## src/rtl/sar_conv_ctrl.sv

```systemverilog
// Conversion sequencer for a 10-bit SAR: drives CLKS, synchronises CLKC, guards CONVERT
// with a watchdog and hands each captured result to a valid/ready consumer.
module sar_conv_ctrl #(
  parameter int NBITS          = 10,
  parameter int SAMPLE_CYCLES  = 4,
  parameter int TIMEOUT_CYCLES = 64
) (
  input  logic             clk,
  input  logic             rst,
  input  logic             start,
  input  logic             cont_mode,
  output logic             sar_clks,
  input  logic             sar_clkc,
  input  logic [NBITS-1:0] sar_d,
  output logic [NBITS-1:0] res_data,
  output logic             res_valid,
  input  logic             res_ready,
  output logic             busy,
  output logic             timeout_err,
  output logic             overrun_err,
  input  logic             clear_err,
  output logic [15:0]      conv_cnt
);

  localparam logic [1:0] ST_IDLE    = 2'd0;
  localparam logic [1:0] ST_SAMPLE  = 2'd1;
  localparam logic [1:0] ST_CONVERT = 2'd2;
  localparam logic [1:0] ST_CAPTURE = 2'd3;

  localparam logic [7:0]  SAMPLE_LOAD = 8'(SAMPLE_CYCLES);
  localparam logic [15:0] WD_LIMIT    = 16'(TIMEOUT_CYCLES - 1);

  logic [1:0]       r_state;
  logic [7:0]       r_sample_cnt;
  logic [15:0]      r_wd_cnt;
  logic             r_sync1;
  logic             r_sync2;
  logic             r_sar_clks;
  logic             r_busy;
  logic [NBITS-1:0] r_res_data;
  logic             r_res_valid;
  logic             r_timeout_err;
  logic             r_overrun_err;
  logic [15:0]      r_conv_cnt;

  logic [1:0]  w_state_next;
  logic [7:0]  w_sample_cnt_next;
  logic [15:0] w_wd_cnt_next;
  logic        w_done_s;
  logic        w_set_timeout;
  logic        w_capture;
  logic        w_drop;

  // CLKC is active-low "done"; the flops idle high so a fresh reset never looks complete.
  assign w_done_s = ~r_sync2;

  always_comb begin
    w_state_next      = r_state;
    w_sample_cnt_next = r_sample_cnt;
    w_wd_cnt_next     = r_wd_cnt;
    w_set_timeout     = 1'b0;
    w_capture         = 1'b0;
    w_drop            = 1'b0;
    case (r_state)
      ST_IDLE: begin
        if (start || cont_mode) begin
          w_state_next      = ST_SAMPLE;
          w_sample_cnt_next = SAMPLE_LOAD;
        end
      end
      ST_SAMPLE: begin
        if (r_sample_cnt == 8'd1) begin
          w_state_next  = ST_CONVERT;
          w_wd_cnt_next = 16'd0;
        end else begin
          w_sample_cnt_next = r_sample_cnt - 8'd1;
        end
      end
      ST_CONVERT: begin
        // Completion wins over the watchdog when both land in the same cycle.
        if (w_done_s) begin
          w_state_next = ST_CAPTURE;
        end else if (r_wd_cnt == WD_LIMIT) begin
          w_set_timeout = 1'b1;
          w_state_next  = ST_IDLE;
        end else begin
          w_wd_cnt_next = r_wd_cnt + 16'd1;
        end
      end
      ST_CAPTURE: begin
        if (!r_res_valid || res_ready) begin
          w_capture = 1'b1;
        end else begin
          w_drop = 1'b1;
        end
        w_sample_cnt_next = SAMPLE_LOAD;
        w_state_next      = cont_mode ? ST_SAMPLE : ST_IDLE;
      end
      default: begin
        w_state_next = ST_IDLE;
      end
    endcase
  end

  always_ff @(posedge clk) begin
    if (rst) begin
      r_state       <= ST_IDLE;
      r_sample_cnt  <= 8'd0;
      r_wd_cnt      <= 16'd0;
      r_sync1       <= 1'b1;
      r_sync2       <= 1'b1;
      r_sar_clks    <= 1'b1;
      r_busy        <= 1'b0;
      r_res_data    <= '0;
      r_res_valid   <= 1'b0;
      r_timeout_err <= 1'b0;
      r_overrun_err <= 1'b0;
      r_conv_cnt    <= 16'd0;
    end else begin
      r_sync1      <= sar_clkc;
      r_sync2      <= r_sync1;
      r_state      <= w_state_next;
      r_sample_cnt <= w_sample_cnt_next;
      r_wd_cnt     <= w_wd_cnt_next;
      // CLKS stays low through CAPTURE so D is still held while it is sampled.
      r_sar_clks   <= (w_state_next == ST_IDLE) || (w_state_next == ST_SAMPLE);
      r_busy       <= (w_state_next != ST_IDLE);

      if (w_capture) begin
        r_res_data  <= sar_d;
        r_res_valid <= 1'b1;
        r_conv_cnt  <= r_conv_cnt + 16'd1;
      end else if (r_res_valid && res_ready) begin
        r_res_valid <= 1'b0;
      end

      if (w_set_timeout) begin
        r_timeout_err <= 1'b1;
      end else if (clear_err) begin
        r_timeout_err <= 1'b0;
      end

      if (w_drop) begin
        r_overrun_err <= 1'b1;
      end else if (clear_err) begin
        r_overrun_err <= 1'b0;
      end
    end
  end

  assign sar_clks    = r_sar_clks;
  assign busy        = r_busy;
  assign res_data    = r_res_data;
  assign res_valid   = r_res_valid;
  assign timeout_err = r_timeout_err;
  assign overrun_err = r_overrun_err;
  assign conv_cnt    = r_conv_cnt;

endmodule

```

## config.mk

```make
export PLATFORM = sky130hd
export DESIGN_NAME = sar_conv_ctrl
export DESIGN_NICKNAME = d
export VERILOG_FILES = /design/src/rtl/sar_conv_ctrl.sv
export SDC_FILE = /design/constraint.sdc
export NUM_CORES = 1
export LEC_CHECK = 0
export BUFFER_PORTS_ARGS = -buffer_cell sky130_fd_sc_hd__buf_4
export CAP_MARGIN = 15
export CELL_PAD_IN_SITES_DETAIL_PLACEMENT = 0
export CELL_PAD_IN_SITES_GLOBAL_PLACEMENT = 1
export CORE_MARGIN = 4
export CORE_UTILIZATION = 43
export CTS_BUF_LIST = sky130_fd_sc_hd__clkbuf_8
export CTS_CLUSTER_SIZE = 14
export DETAILED_ROUTE_END_ITERATION = 16
export HOLD_SLACK_MARGIN = 0.03
export PLACE_DENSITY = 0.89
export RECOVER_POWER = 50
export SYNTH_ARGS = -nofsm -noshare
export SYNTH_HDL_FRONTEND = slang
export SYNTH_SLANG_ARGS = --single-unit
export TNS_END_PERCENT = 50
```

## constraint.sdc

```tcl
create_clock -name clk -period 2.3 [get_ports clk]
set_input_delay 0.23 -clock clk [delete_from_list [all_inputs] [get_ports clk]]
set_output_delay 0.23 -clock clk [all_outputs]
set_load 0.01 [all_outputs]
```

Word level (Yosys, flattened, before mapping):

Cells that the tools add are included.

* $mul: 0
* reduce and logical (&&, ||, !) cells: 15
* mux-type cells: 25
* divide/modulo/power cells: 0
* bitwise logic cells: 0
* magnitude comparators: 0
* add/subtract/negate cells: 3
* shift-type cells: 0
* equality and inequality tests: 11

Operator list (number)
* 16-bit 2-to-1 mux: 3
* 16-bit by 1-bit adder with 16-bit output, second input constant: 2
* 16-bit one-hot mux with 2 select lines: 1
* 8-bit one-hot mux with 3 select lines: 1
* 16-bit by 6-bit equality test with 1-bit output, second input constant: 1
* 8-bit 2-to-1 mux: 2
* 1-bit 2-to-1 mux: 13
* 2-bit != test, second input constant: 5
* 2-bit nonzero test: 5
* 8-bit by 1-bit equality test with 1-bit output, second input constant: 1
* 2-bit 2-to-1 mux: 4
* 2-bit one-hot mux with 4 select lines: 1
* 8-bit by 1-bit subtractor with 8-bit output, second input constant: 1
* 2-bit by 1-bit equality test with 1-bit output, second input constant: 2
* 2-bit equality test, second input constant: 2
* 2-bit logical NOT: 2
* 4-bit AND reduction: 1
* 1-bit logical OR: 3
* 3-bit AND reduction: 1
* 3-bit nonzero test: 1
* 1-bit logical AND: 1
* 1-bit logical NOT: 1

* output and inout port bits: 31
* flip-flop bits (word level): 59
* logic and storage cells: 66
* ROM bits: 0
* memories: 0
* input bits: 17
* memory bits (writable): 0
* latch bits: 0

Depth between registers and ports, before layout:

Gate-level depths: netlist (run 1).

* depth after elaboration: 6
* gate-level depth with buffers: 8
* mapped depth without buffers: 7

Worst setup path before layout (run 1):

OpenSTA, ideal clock, no wires.

* path type: flip-flop to flip-flop
* from: register r_sample_cnt[1]
* to: register r_wd_cnt[14]
* cell stages (with the launch flop): 9
* slack: 0.456 ns
* required time: 2.230 ns
* arrival time: 1.774 ns
* path buffers: 1
* library setup time: 0.070 ns
* clock period less this slack: 1.844 ns
* cell sequence: dfxtp_1 -> inv_1 -> ha_1 -> nor4b_2 -> and3_4 -> a21oi_2 -> buf_6 -> or4_1 -> a21oi_1

* longest elaborated chain between the ends: 3

Ends and longest elaborated chain
* start, declared: RTL line 34 `logic [7:0] r_sample_cnt;`
* start signal, assigned: RTL line 123 `r_sample_cnt <= w_sample_cnt_next;`
* 8-bit by 1-bit equality test with 1-bit output: RTL line 72 `if (r_sample_cnt == 8'd1) begin`
* 2-bit != test (no line)
* 4-bit AND reduction (no line)
* end signal, assigned: RTL line 124 `r_wd_cnt <= w_wd_cnt_next;`
* end, declared: RTL line 35 `logic [15:0] r_wd_cnt;`

Every way passes these cells.
A chain may end at the register's enable or synchronous reset.

Final worst setup path (run 1):

* from: register r_wd_cnt[0]
* to: register r_busy (netlist: busy)

* longest elaborated chain between the ends: 5

Ends and longest elaborated chain
* 16-bit by 6-bit equality test with 1-bit output: RTL line 83 `end else if (r_wd_cnt == WD_LIMIT) begin`
* 2-bit 2-to-1 mux: RTL line 83
* 2-bit 2-to-1 mux: RTL line 81 `if (w_done_s) begin`
* 2-bit one-hot mux with 4 select lines: RTL line 64 `case (r_state)`
* 2-bit nonzero test: RTL line 127 `r_busy <= (w_state_next != ST_IDLE);`
* end signal, assigned: RTL line 127
* end, declared: RTL line 39 `logic r_busy;`

Every way passes these cells.

==> run_results.csv, run 1 <==
group,metric,value,unit
run_status,outcome,"finished with violations",
run_status,violations,"capacitance limit, slew limit",
floorplanning,floorplan.die.height,85.6,microns
sta,hold_ws,0.0892,ns
yosys,seq_area_frac_synth,0.457,
setup_path,critical_path.max_fanout,10,
yosys,yosysUniqueCellTypes,42,
drt,vias_per_cell,5.13,
clock_tree,clk_transition_reported_paths,0.07,ns
sta,clock-skew-final,0.00733,ns
floorplanning,std_cell_rows,27,
power,peakVddDrop,391,uV
yosys,synth.net_count,320,
drt,route.detailed.wl_per_inst,13.1,microns
power,clkPwrFrac,0.435,
clock_tree,clkLatencyLatePin,0.32,ns
clock_tree,clk_root_buffer_cell,"clkbuf_8",
floorplanning,die_x,85.6,microns
finish,antenna-diode-count,0,
global_route,antenna_found_initial,0,
yosys,yosys_warnings,0,
floorplanning,num_io_pins,48,
sta,report.final.hold_viol_count,0,
placement,pre_cts_ws,0.368,ns
setup_path,cp_startpoint_kind,"flop",
power,cellPowerDensity,750,nW/um^2
power,combinationalPowerShare,0.096,
sta,grt_setup_unrepaired,"false",
drt,routed_wirelength,5590,microns
sta,post-route-period-util,0.867,
finish,final_cells,427,
sta,final.setup.worst_slack,0.305,ns
setup_path,timing.setup.critical_path_class,"reg2reg",
yosys,ys_seq_elements,59,
setup_path,critPathCaptureType,"flop",
power,switching_power,0.560,mW
clock_tree,numCtsBuffers,9,
placement,dp_cells,411,
placement,io_buffer_count,47,
drt,detail_route.drc_violations,0,
drt,vias,2190,
finish,syn2layout_area_growth,19.5,%
job,maxcap_viol_count,1,
yosys,synthesis.instances,299,
global_route,global_route_usage_sum,0.168,
floorplanning,starting_density_of_the_core,0.456,
yosys,postSynth.asyncResetShare,0,
global_route,grt_pass1_wl,10100,microns
global_route,grt_max_degree,42,
hold_path,tightest_hold_check_type,"in2reg",
clock_tree,post_cts_hold_buffer_count,0,
sta,fmax,501,MHz
yosys,post_synth_most_frequent_cells,"dfxtp_1, nor2_1, nand2_1, a21oi_1, xor2_1",
sta,relative_slew_slack,-0.195,
yosys,synthesis.area_per_instance,8.65,sq um
yosys,synth_top_cell_area_share,0.457,
clock_tree,deepest_clock_path_buffer_count,2,
placement,place.detailed.hpwl,3900,microns
power,leakage,1.12,nW
yosys,synth_largest_area_cell,"dfxtp_1",
power,power_report.internal_total,1.76,mW
drt,drt_pre_antenna_iters,4,
placement,globalplace.congestion,0.789,
setup_path,worst-endpoint-arrival,2.12,ns
yosys,synth_edf_count,0,
power,seq_power_share,0.469,
clock_tree,clock_tree_sinks,59,
yosys,netlist_area,2590,sq um
finish,finalNetCount,371,
clock_tree,number_of_gates_resized_after_cts,0,
clock_tree,cts_max_level,3,
finish,fin_util,0.545,
drt,drt.antenna.violating_nets,0,
global_route,grt-ovfl-total,0,
sta,period_minus_slack,1.99,ns
drt,drt_first_iter_violations,71,
sta,final_setup_vio_count,0,
finish,drive_gt1_frac,0.115,
clock_tree,cts_setup_buffers,0,
sta,worst_slew_pin_slew,1.79,ns
floorplanning,die-area,7320,sq um
yosys,yosys.cell_count.top_type,"dfxtp_1",
clock_tree,tritoncts,"yes",
power,switching_share,0.242,
sta,fin_tns_setup,0,ns
yosys,synth_top_flop_cell,"dfxtp_1",
yosys,post_synth_main_area_contributors,"dfxtp_1, xor2_1, nor2_1, nand2_1, xnor2_1",
floorplanning,design.core.area,5680,sq um
setup_path,required,2.43,ns
finish,n_fill_cell,568,
global_route,grt_pass1_vias,2210,
sta,final-max-slew-violation-count,42,
[flip-flops by register name, indices dropped and copies added (netlist names)]
| register | flops |
|---|---|
| conv_cnt | 16 |
| r_wd_cnt | 16 |
| sar_clks | 1 |
| overrun_err | 1 |
| r_sync1 | 1 |
| r_sample_cnt | 8 |
| res_valid | 1 |
| timeout_err | 1 |
| r_sync2 | 1 |
| busy | 1 |
| r_state | 2 |
| res_data | 10 |
[power groups by stage]
stage	registers, mW	logic, mW	clock network [mW]
CTS	1.09	0.230	1.03
global route	1.09	0.253	1.08
global placement	1.11	0.226	0
detailed placement	1.11	0.227	0
finish	1.09	0.222	1.01
floorplan	1.11	0.164	0
[metrics by stage]
stage               instance area, sq um  power [mW]
floorplan                           2590        1.27
global placement                    3010        1.34
detailed placement                  3010        1.34
CTS                                 3220        2.35
global route                        3090        2.43
finish                              3090        2.32
[per-layer routing]
metal | up-vias | global-route usage | wire length [microns]
li1 | 1132 | - | -
met1 | 1015 | 0.220 | 2700
met2 | 41 | 0.261 | 2570
met3 | 2 | 0.0471 | 285
met4 | 0 | 0.0676 | 29
met5 | - | 0 | 0
[cell usage in the layout (no fill, tap or decap), drive strengths merged, types with 4 or more instances in the layout]
| master | count |
|---|---|
| dfxtp | 59 |
| nor2 | 44 |
| clkbuf | 44 |
| nand2 | 35 |
| a21oi | 21 |
| xor2 | 19 |
| buf | 17 |
| nand3 | 14 |
| xnor2 | 13 |
| nand4 | 11 |
| inv | 10 |
| nor4 | 8 |
| nor3 | 5 |
| and3 | 5 |
| nand2b | 4 |
| or4 | 4 |
| ha | 4 |
| nor4b | 4 |
[critical path: stages (launching register included)]
cell and delay, ns:
dfxtp_1 0.41, ha_1 0.24, nor3b_1 0.26, and4_1 0.45, a21boi_0 0.14, o21bai_1 0.20
o21ai_0 0.11
[final cells by class]
| type | count | area, sq um | area share |
|---|---|---|---|
| inverter | 8 | 30.0 | 0.00972 |
| multi-input combinational | 220 | 1320 | 0.428 |
| clock buffer | 9 | 124 | 0.0401 |
| sequential | 59 | 1180 | 0.382 |
| tap | 72 | 90.1 | 0.0291 |
| clock inverter | 7 | 85.1 | 0.0275 |
| timing repair buffer | 52 | 259 | 0.0838 |
[worst paths after layout]
check	startpoint	end	slack [ns]	cells after the start
setup / recovery	r_wd_cnt[0]$_SDFFE_PP0P_	busy$_SDFF_PP0_	0.31	6
hold / removal	sar_clkc	r_sync1$_SDFF_PP1_	0.09	2
setup reg to reg	r_wd_cnt[0]$_SDFFE_PP0P_	busy$_SDFF_PP0_	0.31	6
hold reg to reg	r_sync1$_SDFF_PP1_	r_sync2$_SDFF_PP1_	0.41	1
[cell families (layout without fill, tap and decap cells)]
| family | after synthesis | count (layout) | share of synthesized area |
|---|---|---|---|
| AO/OA/AOI/OAI | 37 | 37 | 0.0866 |
| XOR/XNOR | 32 | 32 | 0.108 |
| adder cells (fa/ha/maj) | 4 | 4 | 0.0194 |
| buffers and inverters | 20 | 76 | 0.0324 |
| flip-flops | 59 | 59 | 0.457 |
| AND/OR/NAND/NOR | 147 | 147 | 0.297 |
Note: power is estimated with default switching activity, not from simulation.
==> run 2: changes to the inputs <==
==> constraint.sdc (replaced) <==
create_clock -name clk -period 2.1 [get_ports clk]
set_input_delay 0.21 -clock clk [delete_from_list [all_inputs] [get_ports clk]]
set_output_delay 0.21 -clock clk [all_outputs]
set_load 0.01 [all_outputs]
==> run_results.csv, run 2 (synthesized netlist as in run 1, its figures left out) <==
group,metric,value,unit
run_status,outcome,"finished, final reports clean",
drt,routed_wirelength,5670,microns
placement,globalplace.congestion,0.798,
placement,postPlaceCellArea,3020,sq um
hold_path,min_delay_path_depth,2,
drt,drt.antenna.violating_nets,0,
placement,place.detailed.hpwl,3890,microns
setup_path,worst-endpoint-arrival,2.18,ns
finish,n_fill_cell,560,
setup_path,critical_path.max_fanout,10,
clock_tree,clk_transition_reported_paths,0.06,ns
sta,fin_tns_setup,0,ns
drt,vias,2246,
floorplanning,die_x,85.6,microns
placement,io_buffer_count,47,
global_route,grt_util_met3,0.0730,
sta,worst_slew_pin_slew,0.506,ns
drt,detail_route.drc_violations,0,
setup_path,critPathCaptureType,"flop",
setup_path,worst-r2r-setup-slack,0.13,ns
power,peakVddDrop,506,uV
floorplanning,num_io_pins,48,
job,maxcap_viol_count,0,
setup_path,required,2.30,ns
sta,relative_slew_slack,0.663,
drt,drt_pre_antenna_iters,5,
hold_path,whs_endpoint,"r_sync1$_SDFF_PP1_",
hold_path,worstHoldStart,"sar_clkc",
sta,final_setup_vio_count,0,
clock_tree,clock_tree_sinks,59,
finish,drive_gt1_frac,0.118,
finish,fin_util,0.545,
setup_path,timing.rr.start,"r_wd_cnt[0]$_SDFFE_PP0P_",
power,cellPowerDensity,782,nW/um^2
finish,final_cells,428,
finish,layout.cells.most_common,"dfxtp_1",
global_route,gr-usage-met1,0.201,
hold_path,tightest_hold_check_type,"in2reg",
drt,route.detailed.wl_per_inst,13.3,microns
global_route,grt_util_met2,0.273,
finish,finalNetCount,372,
setup_path,cp_startpoint_kind,"flop",
global_route,grt-ovfl-total,0,
clock_tree,clkLatencyLatePin,0.33,ns
drt,vias_per_cell,5.25,
global_route,grt_max_degree,42,
floorplanning,floorplan.die.height,85.6,microns
clock_tree,deepest_clock_path_buffer_count,2,
finish,layout_common_cells,"dfxtp_1, nor2_1, nand2_1",
global_route,grt_pass1_vias,2220,
setup_path,worst_r2r_path_depth,6,
sta,fmax,507,MHz
clock_tree,cts_max_level,3,
sta,final-max-slew-violation-count,0,
clock_tree,tritoncts,"yes",
clock_tree,cts_setup_buffers,0,
finish,antenna-diode-count,0,
floorplanning,die-area,7320,sq um
floorplanning,starting_density_of_the_core,0.456,
setup_path,timing.setup.critical_path_class,"reg2reg",
global_route,global_route_usage_sum,0.170,
sta,clock-skew-final,0.00762,ns
global_route,gr-max-usage-layer,"met2",
sta,grt_setup_unrepaired,"false",
finish,syn2layout_area_growth,19.5,%
global_route,antenna_found_initial,0,
clock_tree,numCtsBuffers,9,
sta,period_minus_slack,1.97,ns
power,leakage,1.13,nW
clock_tree,clk_root_buffer_cell,"clkbuf_8",
drt,drt_first_iter_violations,88,
setup_path,critical_path.reg2reg.endpoint,"busy$_SDFF_PP0_",
global_route,grt_pass1_wl,9920,microns
finish,final_cell_area,3090,sq um
placement,dp_cells,412,
sta,report.final.hold_viol_count,0,
sta,post-route-period-util,0.940,
floorplanning,std_cell_rows,27,
floorplanning,design.core.area,5680,sq um
==> run 2: what timing repair did <==
action | in CTS | in global routing
resized for setup | 0 | 1
hold buffers | 0 | 0
endpoints found under the setup margin | 0 | 5
==> run 2: worst max path at each step <==
stage,startpoint,to,slack (ns),cells past startpoint
6_report,r_wd_cnt[0]$_SDFFE_PP0P_,busy$_SDFF_PP0_,0.13,6
5_1_grt,r_wd_cnt[0]$_SDFFE_PP0P_,busy$_SDFF_PP0_,0.01,6
3_3_place_gp,r_sample_cnt[1]$_SDFFE_PP0P_,r_wd_cnt[15]$_SDFFE_PP0P_,0.26,7
2_1_floorplan,r_sample_cnt[1]$_SDFFE_PP0P_,r_wd_cnt[14]$_SDFFE_PP0P_,0.26,8
3_5_place_dp,r_wd_cnt[0]$_SDFFE_PP0P_,r_wd_cnt[1]$_SDFFE_PP0P_,0.17,6
4_1_cts,r_wd_cnt[0]$_SDFFE_PP0P_,r_wd_cnt[15]$_SDFFE_PP0P_,0.14,6
==> run 2: worst max-delay path: stages, from the launching register on <==
cell      delay [ns]
dfxtp_1         0.43
ha_1            0.24
nor3b_1         0.28
and4_1          0.45
a21boi_0        0.15
o21bai_1        0.20
o21ai_0         0.10
==> run 2: final cells by class <==
| class | instances | area [sq um] | share of cell area |
|---|---|---|---|
| Tap cell | 72 | 90.1 | 0.0291 |
| Timing Repair Buffer | 53 | 274 | 0.0886 |
| Sequential cell | 59 | 1180 | 0.382 |
| Inverter | 8 | 30.0 | 0.00971 |
| Clock inverter | 6 | 50.0 | 0.0162 |
| Multi-Input combinational cell | 220 | 1330 | 0.430 |
| Clock buffer | 10 | 138 | 0.0445 |
==> run 2: per-layer routing <==
layer	part of all wire	up-vias
li1	-	1135
met5	0	-
met4	0.013	0
met1	0.45	1043
met2	0.47	59
met3	0.065	9
==> run 2: per-stage QoR <==
| stage | setup slack, ns | power [mW] | hold slack [ns] |
|---|---|---|---|
| final | 0.126 | 2.42 | 0.0660 |
| after global routing | 0.0149 | 2.54 | 0.0466 |
| after floorplan | 0.256 | 1.39 | 0.314 |
| after global placement | 0.257 | 1.46 | 0.390 |
| after CTS | 0.140 | 2.46 | 0.0527 |
| after detailed placement | 0.168 | 1.46 | 0.408 |
==> run 2: where the power goes <==
part	total, mW	internal, mW	switching, mW
clock	0.976	0.561	0.415
combinational	0.249	0.118	0.131
sequential	1.19	1.15	0.0379
==> run 3: changes to the inputs <==
--- a/config.mk
+++ b/config.mk
@@ -17,7 +17,7 @@
 export HOLD_SLACK_MARGIN = 0.03
 export PLACE_DENSITY = 0.89
 export RECOVER_POWER = 50
+export SETUP_SLACK_MARGIN = 0.4
 export SYNTH_ARGS = -nofsm -noshare
 export SYNTH_HDL_FRONTEND = slang
 export SYNTH_SLANG_ARGS = --single-unit
-export TNS_END_PERCENT = 50
==> run_results.csv, run 3 (synthesized netlist as in run 1, its figures left out) <==
group,metric,value,unit
run_status,outcome,"finished, final reports clean",
drt,vias_per_cell,5.10,
finish,final_cell_area,3290,sq um
sta,final-max-slew-violation-count,0,
global_route,global_route_usage_sum,0.168,
power,finalPower,2.48,mW
sta,report.final.hold_viol_count,0,
floorplanning,die-area,7320,sq um
placement,place.detailed.hpwl,3830,microns
setup_path,crit_chain,"ha_2, nor3b_4, and4_4, buf_4, nor4b_2, xnor2_1, nor2_1",
sta,period_minus_slack,1.74,ns
sta,grt_setup_unrepaired,"true",
floorplanning,num_io_pins,48,
job,maxcap_viol_count,0,
finish,layout.cells.most_common,"dfxtp_1",
clock_tree,post_cts_hold_buffer_count,0,
finish,syn2layout_area_growth,27.1,%
setup_path,required,2.32,ns
global_route,grt_max_degree,42,
drt,drt.antenna.violating_nets,0,
clock_tree,cts_max_level,3,
sta,final_setup_vio_count,0,
global_route,grt_pass1_vias,2101,
sta,clock-skew-final,0.00475,ns
setup_path,cp_startpoint_kind,"flop",
drt,vias,2230,
global_route,grt_pass1_wl,9920,microns
sta,fin_tns_setup,0,ns
global_route,antenna_found_initial,0,
sta,fmax,574,MHz
drt,drt_pre_antenna_iters,4,
finish,n_fill_cell,544,
drt,routed_wirelength,5840,microns
clock_tree,clkLatencyLatePin,0.33,ns
power,clkPwrFrac,0.404,
placement,io_buffer_count,47,
power,peakVddDrop,734,uV
finish,drive_gt1_frac,0.205,
finish,finalNetCount,381,
setup_path,slowest_stage,"dfxtp_2",
hold_path,tightest_hold_check_type,"in2reg",
power,combinationalPowerShare,0.114,
setup_path,worstPathBufferInverterCount,1,
floorplanning,starting_density_of_the_core,0.456,
power,leakage,1.18,nW
placement,globalplace.congestion,0.846,
sta,worst_slew_pin_slew,0.833,ns
setup_path,critPathCaptureType,"flop",
setup_path,critical_path.max_fanout,10,
floorplanning,floorplan.die.height,85.6,microns
finish,layout_common_cells,"dfxtp_1, nor2_1, nand2_1",
power,switching_power,0.616,mW
placement,postPlaceCellArea,3030,sq um
floorplanning,die_x,85.6,microns
sta,post-route-period-util,0.830,
drt,detail_route.drc_violations,0,
power,power_report.internal_total,1.87,mW
clock_tree,clock_tree_sinks,59,
drt,drt_first_iter_violations,80,
clock_tree,deepest_clock_path_buffer_count,2,
global_route,grt-ovfl-total,0,
setup_path,worst-endpoint-arrival,1.97,ns
floorplanning,std_cell_rows,27,
clock_tree,clk_transition_reported_paths,0.06,ns
sta,relative_slew_slack,0.445,
drt,route.detailed.wl_per_inst,13.4,microns
setup_path,crit_family,"simple AND/OR/NAND/NOR gates",
clock_tree,tritoncts,"yes",
power,cellPowerDensity,756,nW/um^2
power,seq_power_share,0.482,
setup_path,slowest_delay,0.35,ns
clock_tree,numCtsBuffers,9,
power,switching_share,0.248,
finish,antenna-diode-count,0,
clock_tree,clk_root_buffer_cell,"clkbuf_8",
floorplanning,design.core.area,5680,sq um
setup_path,timing.setup.critical_path_class,"reg2reg",
-- run 3: changes by cell type in the layout (fill, tap and decap cells not counted), sizes merged --
cell,change
a21oi,+1
buf,+9
clkbuf,-1
clkinv,+2
clkinvlp,+1
inv,-3
-- run 3: area by class of cell --
class	count	area, sq um	area share
Clock inverter	6	56.3	0.0171
Inverter	8	30.0	0.00913
Multi-Input combinational cell	221	1440	0.437
Tap cell	72	90.1	0.0274
Timing Repair Buffer	61	347	0.105
Clock buffer	10	138	0.0419
Sequential cell	59	1190	0.362
-- run 3: path summary, 6_finish.rpt --
kind	slack [ns]	startpoint	cells after the start	to
worst min register to register	0.41	r_sync1$_SDFF_PP1_	1	r_sync2$_SDFF_PP1_
worst max register to register	0.36	r_wd_cnt[0]$_SDFFE_PP0P_	7	r_wd_cnt[10]$_SDFFE_PP0P_
worst max-delay path	0.36	r_wd_cnt[0]$_SDFFE_PP0P_	7	r_wd_cnt[10]$_SDFFE_PP0P_
worst min-delay path	0.06	sar_clkc	2	r_sync1$_SDFF_PP1_
-- run 3: worst register-to-register path, stage by stage (launching register included) --
cell and delay, ns:
dfxtp_2 0.35, ha_2 0.21, nor3b_4 0.16, and4_4 0.24
buf_4 0.15, nor4b_2 0.32, xnor2_1 0.16, nor2_1 0.05
-- run 3: routing by layer --
layer / global-route usage / wire [microns] / up-vias
li1: - / - / 1156
met1: 0.208 / 2690 / 1017
met2: 0.256 / 2740 / 53
met3: 0.0730 / 358 / 4
met4: 0.0691 / 55 / 0
met5: 0 / 0 / -
-- run 3: what timing repair did --
action / CTS / global route
resized for setup: 15 / 14
pin swaps: 6 / 5
cloned: 1 / 0
setup endpoints to repair: 16 / 25
buffers inserted: 6 / 2
-- run 3: metrics by stage --
stage | hold WS, ns | setup slack [ns] | util | instances
final | 0.0609 | 0.357 | 0.579 | 437
after global routing | 0.0437 | 0.178 | 0.579 | 437
after global placement | 0.392 | 0.284 | 0.535 | 412
after detailed placement | 0.397 | 0.193 | 0.535 | 412
after floorplan | 0.314 | 0.338 | - | 299
after CTS | 0.0391 | 0.401 | 0.586 | 435
-- run 3: power by group through the flow --
stage          logic (mW)  registers [mW]  clock network (mW)
5_1_grt             0.321            1.20                1.09
6_report            0.284            1.20                1.00
3_5_place_dp        0.253            1.22                   0
2_1_floorplan       0.183            1.22                   0
4_1_cts             0.282            1.20                1.04
3_3_place_gp        0.252            1.22                   0
